[config.mk]
export PLATFORM = sky130hd
export DESIGN_NAME = msp430_spram_arbiter
export DESIGN_NICKNAME = d
export VERILOG_FILES = /design/src/rtl/msp430_arb_pkg.sv /design/src/rtl/msp430_rr_arbiter.sv /design/src/rtl/msp430_spram_arbiter.sv
export SDC_FILE = /design/constraint.sdc
export NUM_CORES = 1
export LEC_CHECK = 0
export CORE_AREA = 2 2 157 159
export CTS_CLUSTER_SIZE = 8
export DETAILED_ROUTE_END_ITERATION = 6
export DIE_AREA = 0 0 159 161
export RECOVER_POWER = 25
export REMOVE_ABC_BUFFERS = 1
export SKIP_CTS_REPAIR_TIMING = 1
export SLEW_MARGIN = 20
export SYNTH_ARGS = -nofsm -noshare
export SYNTH_HDL_FRONTEND = slang
export SYNTH_SLANG_ARGS = --single-unit
[constraint.sdc]
create_clock -name clk -period 5.7 [get_ports clk]
set_clock_uncertainty 0.1 [all_clocks]
set_input_delay 1.14 -clock clk [delete_from_list [all_inputs] [get_ports clk]]
set_output_delay 1.14 -clock clk [all_outputs]
set_load 0.005 [all_outputs]
[src/rtl/msp430_arb_pkg.sv]
// -----------------------------------------------------------------------------
// msp430_arb_pkg
//   Shared types and helpers for the single-port RAM arbiter.
//   - arb_state_t : lock FSM state (RR = plain round-robin, LOCKED = owner held)
//   - rr_pick()   : round-robin one-hot picker, searching from a priority
//                   pointer and wrapping modulo the number of requesters
// -----------------------------------------------------------------------------
package msp430_arb_pkg;

    typedef enum logic {
        RR     = 1'b0,
        LOCKED = 1'b1
    } arb_state_t;

    // Widest requester vector rr_pick() can handle; callers zero-extend.
    localparam int unsigned MAX_NODES = 32;
    localparam int unsigned MAX_IW    = $clog2(MAX_NODES);

    // Returns a one-hot vector selecting the first set bit of req at or after
    // index ptr, searching modulo nodes. Returns all-zero when req is empty.
    function automatic logic [MAX_NODES-1:0] rr_pick(
        input logic [MAX_NODES-1:0] req,
        input int unsigned          ptr,
        input int unsigned          nodes
    );
        logic [MAX_NODES-1:0] gnt;
        logic                 found;
        int unsigned          idx;
        gnt   = '0;
        found = 1'b0;
        for (int unsigned i = 0; i < MAX_NODES; i++) begin
            if (i < nodes) begin
                idx = ptr + i;
                if (idx >= nodes) begin
                    idx = idx - nodes;
                end
                if (!found && req[idx[MAX_IW-1:0]]) begin
                    gnt[idx[MAX_IW-1:0]] = 1'b1;
                    found                = 1'b1;
                end
            end
        end
        return gnt;
    endfunction

endpackage

[src/rtl/msp430_rr_arbiter.sv]
// -----------------------------------------------------------------------------
// msp430_rr_arbiter
//   Pure combinational round-robin picker. Requests with their mask bit set
//   are ignored; the winner is the first remaining request at or after ptr_i.
//
//   Ports
//     req_i  [NODES-1:0]  request vector
//     mask_i [NODES-1:0]  1 = exclude that requester from this search
//     ptr_i  [PW-1:0]     highest-priority index
//     gnt_o  [NODES-1:0]  one-hot winner, or zero if nothing eligible
// -----------------------------------------------------------------------------
module msp430_rr_arbiter
    import msp430_arb_pkg::*;
#(
    parameter int unsigned NODES = 4,
    parameter int unsigned PW    = $clog2(NODES)
) (
    input  logic [NODES-1:0] req_i,
    input  logic [NODES-1:0] mask_i,
    input  logic [PW-1:0]    ptr_i,
    output logic [NODES-1:0] gnt_o
);

    logic [MAX_NODES-1:0] wide_req;
    logic [MAX_NODES-1:0] wide_gnt;

    always_comb begin
        wide_req             = '0;
        wide_req[NODES-1:0]  = req_i & ~mask_i;
        wide_gnt             = rr_pick(wide_req, 32'(ptr_i), NODES);
        gnt_o                = wide_gnt[NODES-1:0];
    end

endmodule

[src/rtl/msp430_spram_arbiter.sv]
// -----------------------------------------------------------------------------
// msp430_spram_arbiter
//   Shares one single-port synchronous RAM between NODES requesters.
//   Zero-latency round-robin grant, one access per cycle, with a bounded lock
//   (up to MAX_LOCK consecutive grants) for read-modify-write style sequences.
//   Read data returns one cycle after the grant, tagged by rvalid_o.
//
//   Ports
//     clk, rst            clock; synchronous active-high reset
//     req_i   [NODES]     per-requester access request
//     we_i    [NODES]     1 = write, 0 = read
//     lock_i  [NODES]     keep the grant next cycle if still requesting
//     addr_i  [NODES][AW] request address
//     din_i   [NODES][DW] write data
//     gnt_o   [NODES]     one-hot grant, transfer happens this cycle
//     rvalid_o[NODES]     one-hot read-data-valid, one cycle after read grant
//     rdata_o [DW]        read data (RAM output passed through)
//     ram_addr_o/ram_din_o/ram_en_o/ram_we_o  RAM drive
//     ram_dout_i [DW]     RAM read data (1-cycle latency)
// -----------------------------------------------------------------------------
module msp430_spram_arbiter
    import msp430_arb_pkg::*;
#(
    parameter int unsigned NODES    = 4,
    parameter int unsigned AW       = 32,
    parameter int unsigned DW       = 32,
    parameter int unsigned MAX_LOCK = 4
) (
    input  logic                      clk,
    input  logic                      rst,
    input  logic [NODES-1:0]          req_i,
    input  logic [NODES-1:0]          we_i,
    input  logic [NODES-1:0]          lock_i,
    input  logic [NODES-1:0][AW-1:0]  addr_i,
    input  logic [NODES-1:0][DW-1:0]  din_i,
    output logic [NODES-1:0]          gnt_o,
    output logic [NODES-1:0]          rvalid_o,
    output logic [DW-1:0]             rdata_o,
    output logic [AW-1:0]             ram_addr_o,
    output logic [DW-1:0]             ram_din_o,
    output logic                      ram_en_o,
    output logic                      ram_we_o,
    input  logic [DW-1:0]             ram_dout_i
);

    localparam int unsigned PW  = $clog2(NODES);
    localparam int unsigned LCW = $clog2(MAX_LOCK + 1);

    arb_state_t       state_q, state_d;
    logic [PW-1:0]    owner_q, owner_d;
    logic [LCW-1:0]   lock_cnt_q, lock_cnt_d;
    logic [PW-1:0]    ptr_q, ptr_d;
    logic [NODES-1:0] rd_pend_q, rd_pend_d;

    logic [NODES-1:0] owner_oh;
    logic             lock_hold;
    logic             others_req;
    logic [NODES-1:0] rr_mask;
    logic [NODES-1:0] rr_gnt;
    logic [PW-1:0]    rr_idx;
    logic [NODES-1:0] gnt;
    logic [PW-1:0]    win_idx;

    // Lock bookkeeping -------------------------------------------------------
    always_comb begin
        owner_oh   = '0;
        owner_oh[owner_q] = 1'b1;
        // The owner keeps the grant while it still requests and has budget left.
        lock_hold  = (state_q == LOCKED) && req_i[owner_q] &&
                     (lock_cnt_q < LCW'(MAX_LOCK));
        others_req = |(req_i & ~owner_oh);
        // On release the previous owner steps aside, but only if someone else
        // is waiting; otherwise it may win again immediately.
        rr_mask    = ((state_q == LOCKED) && others_req) ? owner_oh : '0;
    end

    msp430_rr_arbiter #(
        .NODES (NODES),
        .PW    (PW)
    ) u_rr (
        .req_i  (req_i),
        .mask_i (rr_mask),
        .ptr_i  (ptr_q),
        .gnt_o  (rr_gnt)
    );

    always_comb begin
        rr_idx = '0;
        for (int unsigned i = 0; i < NODES; i++) begin
            if (rr_gnt[i]) begin
                rr_idx = PW'(i);
            end
        end
    end

    // Next-state / grant -----------------------------------------------------
    always_comb begin
        state_d    = state_q;
        owner_d    = owner_q;
        lock_cnt_d = lock_cnt_q;
        ptr_d      = ptr_q;
        gnt        = '0;
        win_idx    = '0;

        if (lock_hold) begin
            gnt        = owner_oh;
            win_idx    = owner_q;
            lock_cnt_d = lock_cnt_q + LCW'(1);
            state_d    = lock_i[owner_q] ? LOCKED : RR;
        end else begin
            gnt        = rr_gnt;
            win_idx    = rr_idx;
            state_d    = RR;
            lock_cnt_d = '0;
            if ((|rr_gnt) && lock_i[rr_idx]) begin
                state_d    = LOCKED;
                owner_d    = rr_idx;
                lock_cnt_d = LCW'(1);
            end
        end

        if (|gnt) begin
            ptr_d = (win_idx == PW'(NODES - 1)) ? '0 : win_idx + PW'(1);
        end
    end

    // Outputs: forced idle while reset is held, even before the first edge.
    always_comb begin
        gnt_o      = rst ? '0 : gnt;
        ram_en_o   = |gnt_o;
        ram_we_o   = ram_en_o & we_i[win_idx];
        ram_addr_o = ram_en_o ? addr_i[win_idx] : '0;
        ram_din_o  = ram_en_o ? din_i[win_idx]  : '0;
        rd_pend_d  = gnt_o & ~we_i;
        rvalid_o   = rst ? '0 : rd_pend_q;
        rdata_o    = rst ? '0 : ram_dout_i;
    end

    always_ff @(posedge clk) begin
        if (rst) begin
            state_q    <= RR;
            owner_q    <= '0;
            lock_cnt_q <= '0;
            ptr_q      <= '0;
            rd_pend_q  <= '0;
        end else begin
            state_q    <= state_d;
            owner_q    <= owner_d;
            lock_cnt_q <= lock_cnt_d;
            ptr_q      <= ptr_d;
            rd_pend_q  <= rd_pend_d;
        end
    end

endmodule

==> flow_summary.toml, run 1 <==
[yosys]
syn_area_um2 = 6257
synth.avg_cell_area_um2 = 6.471
synthTopCellsByCount = "nor3_1 (138), nand2_1 (137), clkbuf_1 (88), o21ai_0 (70), o2111a_1 (68)"
synthSimpleGateAreaFrac = 0.3865
yosysTopAreaCell = "o2111a_1"
synth_cells = 967
post_synth_fa_ha_maj_area_fraction = 0.01400
synth_edf_count = 0
synth_top_family_by_area = "compound AO/OA/AOI/OAI gates"
yosysWarnings = 0
synth.area.top_cells = "o2111a_1 (12%), nor3_1 (11%), nand2_1 (8.2%)"
synth.most_common_cell = "nor3_1"
ys_async_sr_fraction = 0
synthMuxAreaShare = 0.01720
synth-seq-cells = 12
yosysTopAreaCellShare = 0.1224
synth_compound_area_frac = 0.4379
ys_types = 53
ys.flop_type = "dfxtp_1"
ys_seq_area_frac = 0.03839
synth_xor_area_frac = 0

[clock_tree]
cts_made_buffers = 3
cts_tree = "yes"
clk_pin_slew_ns = 0.04
htree_levels = 1
cts_buffer_depth = 2
clock_latency_ns = 0.24
cts_sinks = 12
cts_root_buf = "clkbuf_16"

[pwr]
p_sw_uw = 3350
swShare = 0.4852
power.density_nw_per_um2 = 566.2
p_comb_frac = 0.959
internal-power_uw = 3555
power_frac_clock = 0.021
p_leak_uw = 0.005497
power_frac_seq = 0.020
vdd_drop_max_mv = 0.3169

[die]
coreArea_um2 = 23960
start_util = 0.2611
die_h_um = 161
die_w_um = 159
dieArea_um2 = 25600
placementRows = 57
io_pins = 408

[placement]
dp_cells = 1673
io_buffers = 407
dp_hpwl_um = 24050
gp_congestion = 0.8506
preCtsSetupSlack_ns = -0.4600

[timing]
tns_ns = -0.3361
rsz0062_at_grt = "true"
finalCritPeriodShare = 1.011
whs_ns = 0.4567
fin_crit_ns = 5.764
report.final.slew_viol_count = 51
worst_slack_ns = -0.06428
worst_slew_pin_slew_ns = 2.135
hold_viol = 0
setup_viol = 7
slew_headroom = -0.4232
fmax_mhz = 173.5

[critical_path]
start_kind = "input pin"
crit_fanout = 7
cp.required_ns = 4.46
cp-end-kind = "output pin"
worstSetupPathType = "input pin to output pin"
arrival_ns = 4.52

[route]
drc = 0
vias_per_cell = 5.745
routed_wl_um = 34170
num_vias = 9829
wl_per_cell_um = 19.97
antenna_left = 0
dr.pass1.iters = 5
drtIter0Drc = 717

[run_status]
violations = "capacitance limit, slew limit, setup timing"
status = "finished, violations left"

[min_path]
hp-class = "flip-flop to flip-flop"

[global_routing]
grt_antenna_before_repair = 3
grt_pass1_wl_um = 49540
gr-usage-all-layers = 0.2325
grt_pass1_vias = 9035
grt_overflow = 0
grt_max_degree = 83

[layout]
final_cells = 1711
multi_input_area_um2 = 5547
areaGrowthSynthToFinish_pct = 94.88
post-route-util = 0.5089
regArea_um2 = 241.5
nFillCells = 2332
finalNetCount = 1695
drive_above_1_share = 0.1639

[job]
maxCapViolCount = 1
-- through the flow --
stage | area [um^2] | power [uW]
2_1_floorplan | 5639 | 2950
3_3_place_gp | 11350 | 6004
3_5_place_dp | 11350 | 6028
4_1_cts | 11440 | 6203
5_1_grt | 12190 | 7358
6_report | 12190 | 6905
-- registers in the layout, indices dropped and copies added (netlist names) --
register / flops
lock_cnt_q: 3
owner_q: 2
ptr_q: 2
rd_pend_q: 4
state_q: 1
-- cell type report --
type,count,area share
antenna,2,0.0004104
clock buffer,4,0.007285
inverter,12,0.003796
multi-input combinational,803,0.4549
sequential,12,0.01980
tap,324,0.03324
timing repair buffer,554,0.4806
-- power by group through the flow --
stage / sequential (uW) / combinational (uW) / clock [uW]
floorplan: 161 / 2790 / 0
global placement: 137 / 5870 / 0
detailed placement: 137 / 5890 / 0
CTS: 137 / 5920 / 147
global route: 142 / 7070 / 150
finish: 137 / 6620 / 145
-- final timing paths --
| kind | from | to | slack (ns) | depth (start not counted) |
|---|---|---|---|---|
| setup / recovery | req_i[2] | ram_din_o[24] | -0.06 | 14 |
| hold / removal | lock_cnt_q[0]$_SDFF_PP0_ | lock_cnt_q[0]$_SDFF_PP0_ | 0.46 | 2 |
| setup reg to reg | ptr_q[1]$_SDFFE_PP0P_ | ptr_q[1]$_SDFFE_PP0P_ | 1.75 | 15 |
| hold reg to reg | lock_cnt_q[0]$_SDFF_PP0_ | lock_cnt_q[0]$_SDFF_PP0_ | 0.46 | 2 |
-- logic make-up (layout without fill, tap and decap cells) --
group,Yosys count,count (layout)
AO/OA/AOI/OAI,319,319
adder cells (fa/ha/maj),7,7
buffers and inverters,153,570
flip-flops,12,12
multiplexers,7,7
other,0,2
AND/OR/NAND/NOR,469,470
-- critical path, stage by stage --
cell,delay (ns)
dlymetal6s2s_1,0.16
or3_4,0.40
buf_4,0.16
a2111oi_4,0.38
or4_4,0.23
a21oi_4,0.06
buf_12,0.16
a211o_4,0.33
clkbuf_4,0.19
buf_4,0.17
o2111a_1,0.24
nor3_2,0.24
o221ai_1,0.15
clkdlybuf4s50_1,0.49
-- placed cells by master, fill, tap and decap left out, drive strengths merged, types with 11 or more instances in the layout --
master and count:
buf 139, nand2 137, o221ai 65, o21ai 70, dfxtp 12, clkbuf 13, nor2b 38, clkdlybuf4s50 326
dlygate4sd3 18, nor3 138, dlymetal6s2s 62, nand4 65, o2111a 68, a31oi 68, a21oi 12, and3 67
inv 11
-- layer usage --
layer / vias up / share of wire / GRT usage
li1: 4697 / - / -
met1: 4634 / 0.41 / 0.2902
met2: 429 / 0.49 / 0.4089
met3: 67 / 0.064 / 0.03749
met4: 2 / 0.032 / 0.07562
met5: - / 0.00038 / 0
Power figures use the tool's default switching activity.
==> run 2, diff against run 1 <==
==> constraint.sdc (replaced) <==
create_clock -name clk -period 5.65 [get_ports clk]
set_clock_uncertainty 0.1 [all_clocks]
set_input_delay 1.13 -clock clk [delete_from_list [all_inputs] [get_ports clk]]
set_output_delay 1.13 -clock clk [all_outputs]
set_load 0.005 [all_outputs]
==> run 2 against run 1 <==
  * The run still ends with capacitance limit, slew limit, setup timing left
  * Global-route usage fell by 0.12 points
  * Clock power about the same
  * Die area unchanged
  * Power grew 3.2%
  * Sequential share of layout area is essentially flat
  * Critical endpoint is now ram_addr_o[16]
  * Largest power group unchanged
==> flow_summary.toml, run 2 (same netlist as run 1, synthesis figures left out) <==
[clock_tree]
clk_pin_slew_ns = 0.04
clock_latency_ns = 0.24
cts_made_buffers = 3
cts_tree = "yes"
htree_levels = 1
cts_buffer_depth = 2
cts_root_buf = "clkbuf_16"
cts_sinks = 12

[layout]
drive_above_1_share = 0.1697
largest_reg_flops = 4
final_cell_mix = "clkdlybuf4s50_1 (312), nand2_1 (136), nor3_1 (117), buf_4 (100), o21ai_0 (70)"
final_common_cell = "clkdlybuf4s50_1"
areaGrowthSynthToFinish_pct = 97.44
reg.largest.list = "rd_pend_q: 4 flops, lock_cnt_q: 3 flops"
top_register = "rd_pend_q"
nFillCells = 2317
finalNetCount = 1701

[die]
die_h_um = 161
coreArea_um2 = 23960
io_pins = 408
start_util = 0.2611
dieArea_um2 = 25600
die_w_um = 159
placementRows = 57

[pwr]
power.density_nw_per_um2 = 576.7
power_frac_clock = 0.021
p_comb_frac = 0.960
p_sw_uw = 3437
internal-power_uw = 3688
totalPowerFinal_uw = 7125
swShare = 0.4824
vdd_drop_max_mv = 0.4081
p_leak_uw = 0.005653
power_frac_seq = 0.019

[critical_path]
crit_start = "req_i[2]"
r2r-start = "ptr_q[1]$_SDFFE_PP0P_"
rr_endpoint = "ptr_q[1]$_SDFFE_PP0P_"
cp.required_ns = 4.42
worstSetupPathType = "input pin to output pin"
critical-path-top-delay-family = "buffers and inverters"
start_kind = "input pin"
crit_fanout = 6
arrival_ns = 4.50
crit_buf_inv = 6
reg2reg_slack_ns = 1.72
reg2reg_depth = 16
cp_common_cell = "buf_12"
slowest_delay_ns = 0.57
cp-end-kind = "output pin"
cp_slowest_cell = "mux4_2"
path_cells = "dlymetal6s2s_1, or3_4, a21o_1, mux4_2, mux2i_4, a221oi_4, buf_6, buf_12, o211ai_4, and2_4, buf_12, clkbuf_16, o221ai_2, clkdlybuf4s50_1"

[timing]
whs_ns = 0.4565
fin_crit_ns = 5.732
worst_slew_pin_slew_ns = 2.168
hold_viol = 0
report.final.slew_viol_count = 51
rsz0062_at_grt = "true"
setup_viol = 1
worst_slack_ns = -0.08156
finalCritPeriodShare = 1.014
slew_headroom = -0.4452
fmax_mhz = 174.5

[global_routing]
grt_max_degree = 81
grt_overflow = 0
grt_antenna_before_repair = 3
grt_pass1_wl_um = 49450
gr-usage-all-layers = 0.2313
grt_pass1_vias = 9146

[route]
num_vias = 9903
routed_wl_um = 34310
antenna_left = 0
wl_per_cell_um = 19.98
drc = 0
dr.pass1.iters = 5
vias_per_cell = 5.768
drtIter0Drc = 591

[job]
maxCapViolCount = 1

[run_status]
violations = "capacitance limit, slew limit, setup timing"
status = "finished, violations left"

[placement]
io_buffers = 407
dp_hpwl_um = 24230
gp_congestion = 0.8903

[min_path]
worstHoldStart = "lock_cnt_q[0]$_SDFF_PP0_"
whs_endpoint = "lock_cnt_q[0]$_SDFF_PP0_"
hp-class = "flip-flop to flip-flop"
hold_path_depth = 2
## run 2: changes by cell type in the layout (fill, tap and decap cells not counted), sizes merged
cell / change
inv: +1
dlymetal6s2s: +6
clkbuf: +3
dlygate4sd3: +8
and2: +1
clkdlybuf4s50: -14
buf: +2
clkinv: -1
## run 2: worst max-delay path by stage
stage | endpoint | slack [ns] | cells past startpoint
floorplan | ram_addr_o[22] | -6.02 | 8
detailed placement | ram_addr_o[10] | -0.44 | 13
CTS | ram_addr_o[10] | -0.45 | 15
global placement | ram_addr_o[10] | -0.42 | 13
finish | ram_addr_o[16] | -0.08 | 14
global route | ram_addr_o[16] | -0.22 | 15
## run 2: area by class of cell
cell class,count,area [um^2],share of cell area
diodes,2,5.005,0.0004051
clock buffers,4,88.84,0.007191
inverters,12,45.04,0.003646
multi-input cells,804,5614,0.4544
flip-flops and latches,12,241.5,0.01955
well taps,324,405.4,0.03281
repair buffers,559,5954,0.4820
## run 2: power groups by stage
stage / registers, uW / clock network (uW) / logic, uW
after floorplan: 162 / 0 / 2810
after global placement: 138 / 0 / 5950
after detailed placement: 138 / 0 / 5960
after CTS: 137 / 147 / 5990
after global routing: 144 / 151 / 7290
final: 139 / 146 / 6840
## run 2: metal layers
metal | vias to the layer above | global-route usage | part of all wire
li1 | 4719 | - | -
met1 | 4703 | 0.2803 | 0.41
met2 | 428 | 0.4202 | 0.51
met3 | 51 | 0.03390 | 0.061
met4 | 2 | 0.07521 | 0.027
met5 | - | 0 | 0.00038
## run 2: per-stage QoR
| stage | TNS [ns] | cells | instance area [um^2] | setup slack (ns) | util |
|---|---|---|---|---|---|
| 6_report | -0.08156 | 1717 | 12350 | -0.08156 | 0.5156 |
| 4_1_cts | -24.21 | 1685 | 11490 | -0.4485 | 0.4795 |
| 2_1_floorplan | -423.16 | 826 | 5639 | -6.019 | - |
| 3_3_place_gp | -21.59 | 1681 | 11400 | -0.4179 | 0.4758 |
| 3_5_place_dp | -23.37 | 1681 | 11400 | -0.4390 | 0.4758 |
| 5_1_grt | -0.3117 | 1717 | 12350 | -0.2191 | 0.5156 |
## run 2: worst register-to-register path, cell delays in order, from the launching register on
cell	delay, ns
dfxtp_1	0.50
inv_1	0.12
ha_1	0.43
inv_1	0.14
o2111a_1	0.18
or4_4	0.58
a21oi_4	0.15
buf_4	0.15
a221oi_4	0.07
buf_6	0.15
buf_12	0.13
o211ai_4	0.27
buf_6	0.16
buf_4	0.12
clkbuf_16	0.17
a21boi_0	0.12
a221o_1	0.29
==> run 3, diff against run 2 <==
--- a/config.mk
+++ b/config.mk
@@ -5,14 +5,16 @@
 export SDC_FILE = /design/constraint.sdc
 export NUM_CORES = 1
 export LEC_CHECK = 0
-export CORE_AREA = 2 2 157 159
+export CAP_MARGIN = 30
+export CORE_AREA = 2 2 161 163
 export CTS_CLUSTER_SIZE = 8
 export DETAILED_ROUTE_END_ITERATION = 6
-export DIE_AREA = 0 0 159 161
+export DIE_AREA = 0 0 163 165
 export RECOVER_POWER = 25
 export REMOVE_ABC_BUFFERS = 1
 export SKIP_CTS_REPAIR_TIMING = 1
 export SLEW_MARGIN = 20
 export SYNTH_ARGS = -nofsm -noshare
 export SYNTH_HDL_FRONTEND = slang
+export SYNTH_HIERARCHICAL = 1
 export SYNTH_SLANG_ARGS = --single-unit
==> run 3 against run 2 <==
  * Design area fell by 29%
  * Wire length fell by 44%
  * Global-route usage fell by 11 points
  * Area after synthesis fell by 48%
  * First-iteration DRC count fell by 73%
  * Maximum frequency fell by 1.8%
  * Critical path depth rose by 7
  * Largest cell class unchanged
  * The flow still finishes with violations (capacitance limit, slew limit, setup timing)
  * Register-to-register slack got worse by 0.20 ns
  * Sequential share of layout area rose by 0.79 points
  * Die area rose by 5.1%
  * Highest routed layer is now met4
==> flow_summary.toml, run 3 <==
[timing]
whs_ns = 0.4470
fmax_mhz = 171.3
hold_viol = 0
setup_viol = 60
worst_slack_ns = -0.1877
rsz0062_at_grt = "true"
fin_crit_ns = 5.838
finalCritPeriodShare = 1.033
worst_slew_pin_slew_ns = 2.188
report.final.slew_viol_count = 53
slew_headroom = -0.4585

[yosys]
synth_edf_count = 0
ys_types = 43
synth.avg_cell_area_um2 = 8.192
synthTopCellsByCount = "mux2i_1 (136), o22ai_1 (65), nor2b_1 (39), nor2_1 (14), nor3_1 (14)"
ys.flop_type = "dfxtp_1"
yosysTopAreaCell = "mux2i_1"
synth.area.top_cells = "mux2i_1 (42%), o22ai_1 (12%), nor2b_1 (7.4%)"
ys_seq_area_frac = 0.07331
yosysTopAreaCellShare = 0.4154
synth-seq-cells = 12
ys_async_sr_fraction = 0
synth.most_common_cell = "mux2i_1"
syn_area_um2 = 3277
synth_cells = 400
yosysWarnings = 6

[job]
maxCapViolCount = 1

[layout]
reg.largest.list = "rd_pend_q: 4 flops, lock_cnt_q: 3 flops"
n_antenna_cell = 0
top_register = "rd_pend_q"
final_cells = 1207
drive_above_1_share = 0.2497
final_common_cell = "clkdlybuf4s50_1"
largest_reg_flops = 4
final_cell_mix = "clkdlybuf4s50_1 (326), mux2i_1 (114), o22ai_1 (62), buf_4 (51), buf_2 (41)"
design_area_um2 = 8757
areaGrowthSynthToFinish_pct = 167.2
finalNetCount = 1189
nFillCells = 2623

[critical_path]
crit_fanout = 8
reg2reg_depth = 20
cp_slowest_cell = "o211ai_1"
worstSetupPathType = "input pin to output pin"
cp_common_cell = "buf_12"
rr_endpoint = "owner_q[0]$_SDFFE_PP0P_"
path_cells = "buf_8, nor3_1, a31oi_1, o211ai_1, nor3b_1, nor2b_1, buf_4, nor3_2, a41oi_2, a22oi_2, buf_4, a221o_1, a21o_1, mux2i_4, buf_12, buf_12, buf_12, buf_6, mux2i_2, o22ai_1, buf_2"
slowest_delay_ns = 0.34
reg2reg_slack_ns = 1.52
r2r-start = "owner_q[0]$_SDFFE_PP0P_"
start_kind = "input pin"
arrival_ns = 4.61
critical-path-top-delay-family = "compound AO/OA/AOI/OAI gates"
crit_start = "req_i[2]"
cp-end-kind = "output pin"
cp.required_ns = 4.42
cp.depth = 21
crit_buf_inv = 8
worstSetupEndpoint = "ram_din_o[21]"

[run_status]
status = "finished, violations left"
violations = "capacitance limit, slew limit, setup timing"

[route]
antenna_left = 0
drtIter0Drc = 158
dr.pass1.iters = 4
drc = 0
routed_wl_um = 19310
wl_per_cell_um = 15.99
vias_per_cell = 4.187
num_vias = 5054

[clock_tree]
cts_sinks = 12
cts_buffer_depth = 2
cts_tree = "yes"
clock_latency_ns = 0.24
cts_root_buf = "clkbuf_16"
cts_made_buffers = 3
htree_levels = 1
clk_pin_slew_ns = 0.04

[placement]
gp_congestion = 0.8270
io_buffers = 407
dpl_cell_area_um2 = 8142
dp_cells = 1153
dp_hpwl_um = 15810
preCtsSetupSlack_ns = -0.8710

[pwr]
p_leak_uw = 0.004051
power.density_nw_per_um2 = 574.4
totalPowerFinal_uw = 5030
vdd_drop_max_mv = 0.2544

[global_routing]
use_met1 = 0.1311
grt_antenna_before_repair = 0
grt_pass1_vias = 4713
grt.met2_usage = 0.2315
met3_usage = 0.03014
grt_overflow = 0
gr-usage-all-layers = 0.1185
grt_max_degree = 53
busiest_layer = "met2"
grt_pass1_wl_um = 24980

[die]
coreArea_um2 = 25040
placementRows = 58
die_h_um = 165
dieArea_um2 = 26900
die_w_um = 163
io_pins = 408
start_util = 0.1309

[min_path]
hp-class = "flip-flop to flip-flop"
## run 3: cell types whose count changed after synthesis, moves of 65 or more
cell,change
and3_1,-65
mux2i_1,+132
nand4_1,-65
o22ai_1,+65
a31oi_1,-66
o2111a_1,-68
clkbuf_1,-75
nand2_1,-129
nor3_1,-124
## run 3: kinds of logic after synthesis
logic type	after synthesis	share of synthesized area
and+or+nand+nor	100	0.1760
muxes	139	0.4360
DFF	12	0.07331
AOI/OAI and AO/OA	96	0.1905
buffers and inverters	44	0.08973
adders and majority gates	9	0.03436
## run 3: worst min-delay path by stage
stage	start	endpoint	slack [ns]	depth (start not counted)
finish	lock_cnt_q[0]$_SDFF_PP0_	lock_cnt_q[0]$_SDFF_PP0_	0.45	2
global route	lock_cnt_q[0]$_SDFF_PP0_	lock_cnt_q[0]$_SDFF_PP0_	0.48	2
CTS	lock_cnt_q[0]$_SDFF_PP0_	lock_cnt_q[0]$_SDFF_PP0_	0.45	2
detailed placement	lock_cnt_q[0]$_SDFF_PP0_	lock_cnt_q[0]$_SDFF_PP0_	0.44	2
global placement	lock_cnt_q[0]$_SDFF_PP0_	lock_cnt_q[0]$_SDFF_PP0_	0.42	2
floorplan	lock_cnt_q[0]$_SDFF_PP0_	lock_cnt_q[0]$_SDFF_PP0_	0.39	2
## run 3: tightest hold or removal path, cell delays in order (launching register included)
cell and delay (ns):
dfxtp_1 0.33, or2_2 0.11, a21oi_1 0.05
## run 3: metal layers
layer	routed length [um]	vias to the layer above
met5	0	-
met4	169	0
met3	1581	14
met2	10390	253
met1	7169	2305
li1	-	2482
## run 3: where the power goes
| part | internal (uW) | leakage (uW) | switching [uW] |
|---|---|---|---|
| clock network | 107 | 0.0000442 | 39.8 |
| logic | 2860 | 0.00391 | 1890 |
| registers | 107 | 0.0000980 | 24.9 |
| total | 3070 | 0.00405 | 1960 |
## run 3: area by class of cell
| class | count | area [um^2] | share of cell area |
|---|---|---|---|
| Sequential cell | 12 | 240.2 | 0.02743 |
| Clock buffer | 4 | 88.84 | 0.01014 |
| Inverter | 5 | 18.77 | 0.002143 |
| Tap cell | 330 | 412.9 | 0.04715 |
| Timing Repair Buffer | 512 | 5032 | 0.5747 |
| Multi-Input combinational cell | 344 | 2964 | 0.3385 |
## run 3: stage by stage
step	utilization	TNS, ns
finish	0.3498	-7.057
global route	0.3498	-22.69
detailed placement	0.3252	-53.47
global placement	0.3252	-51.43
floorplan	-	-615.63
CTS	0.3287	-55.95
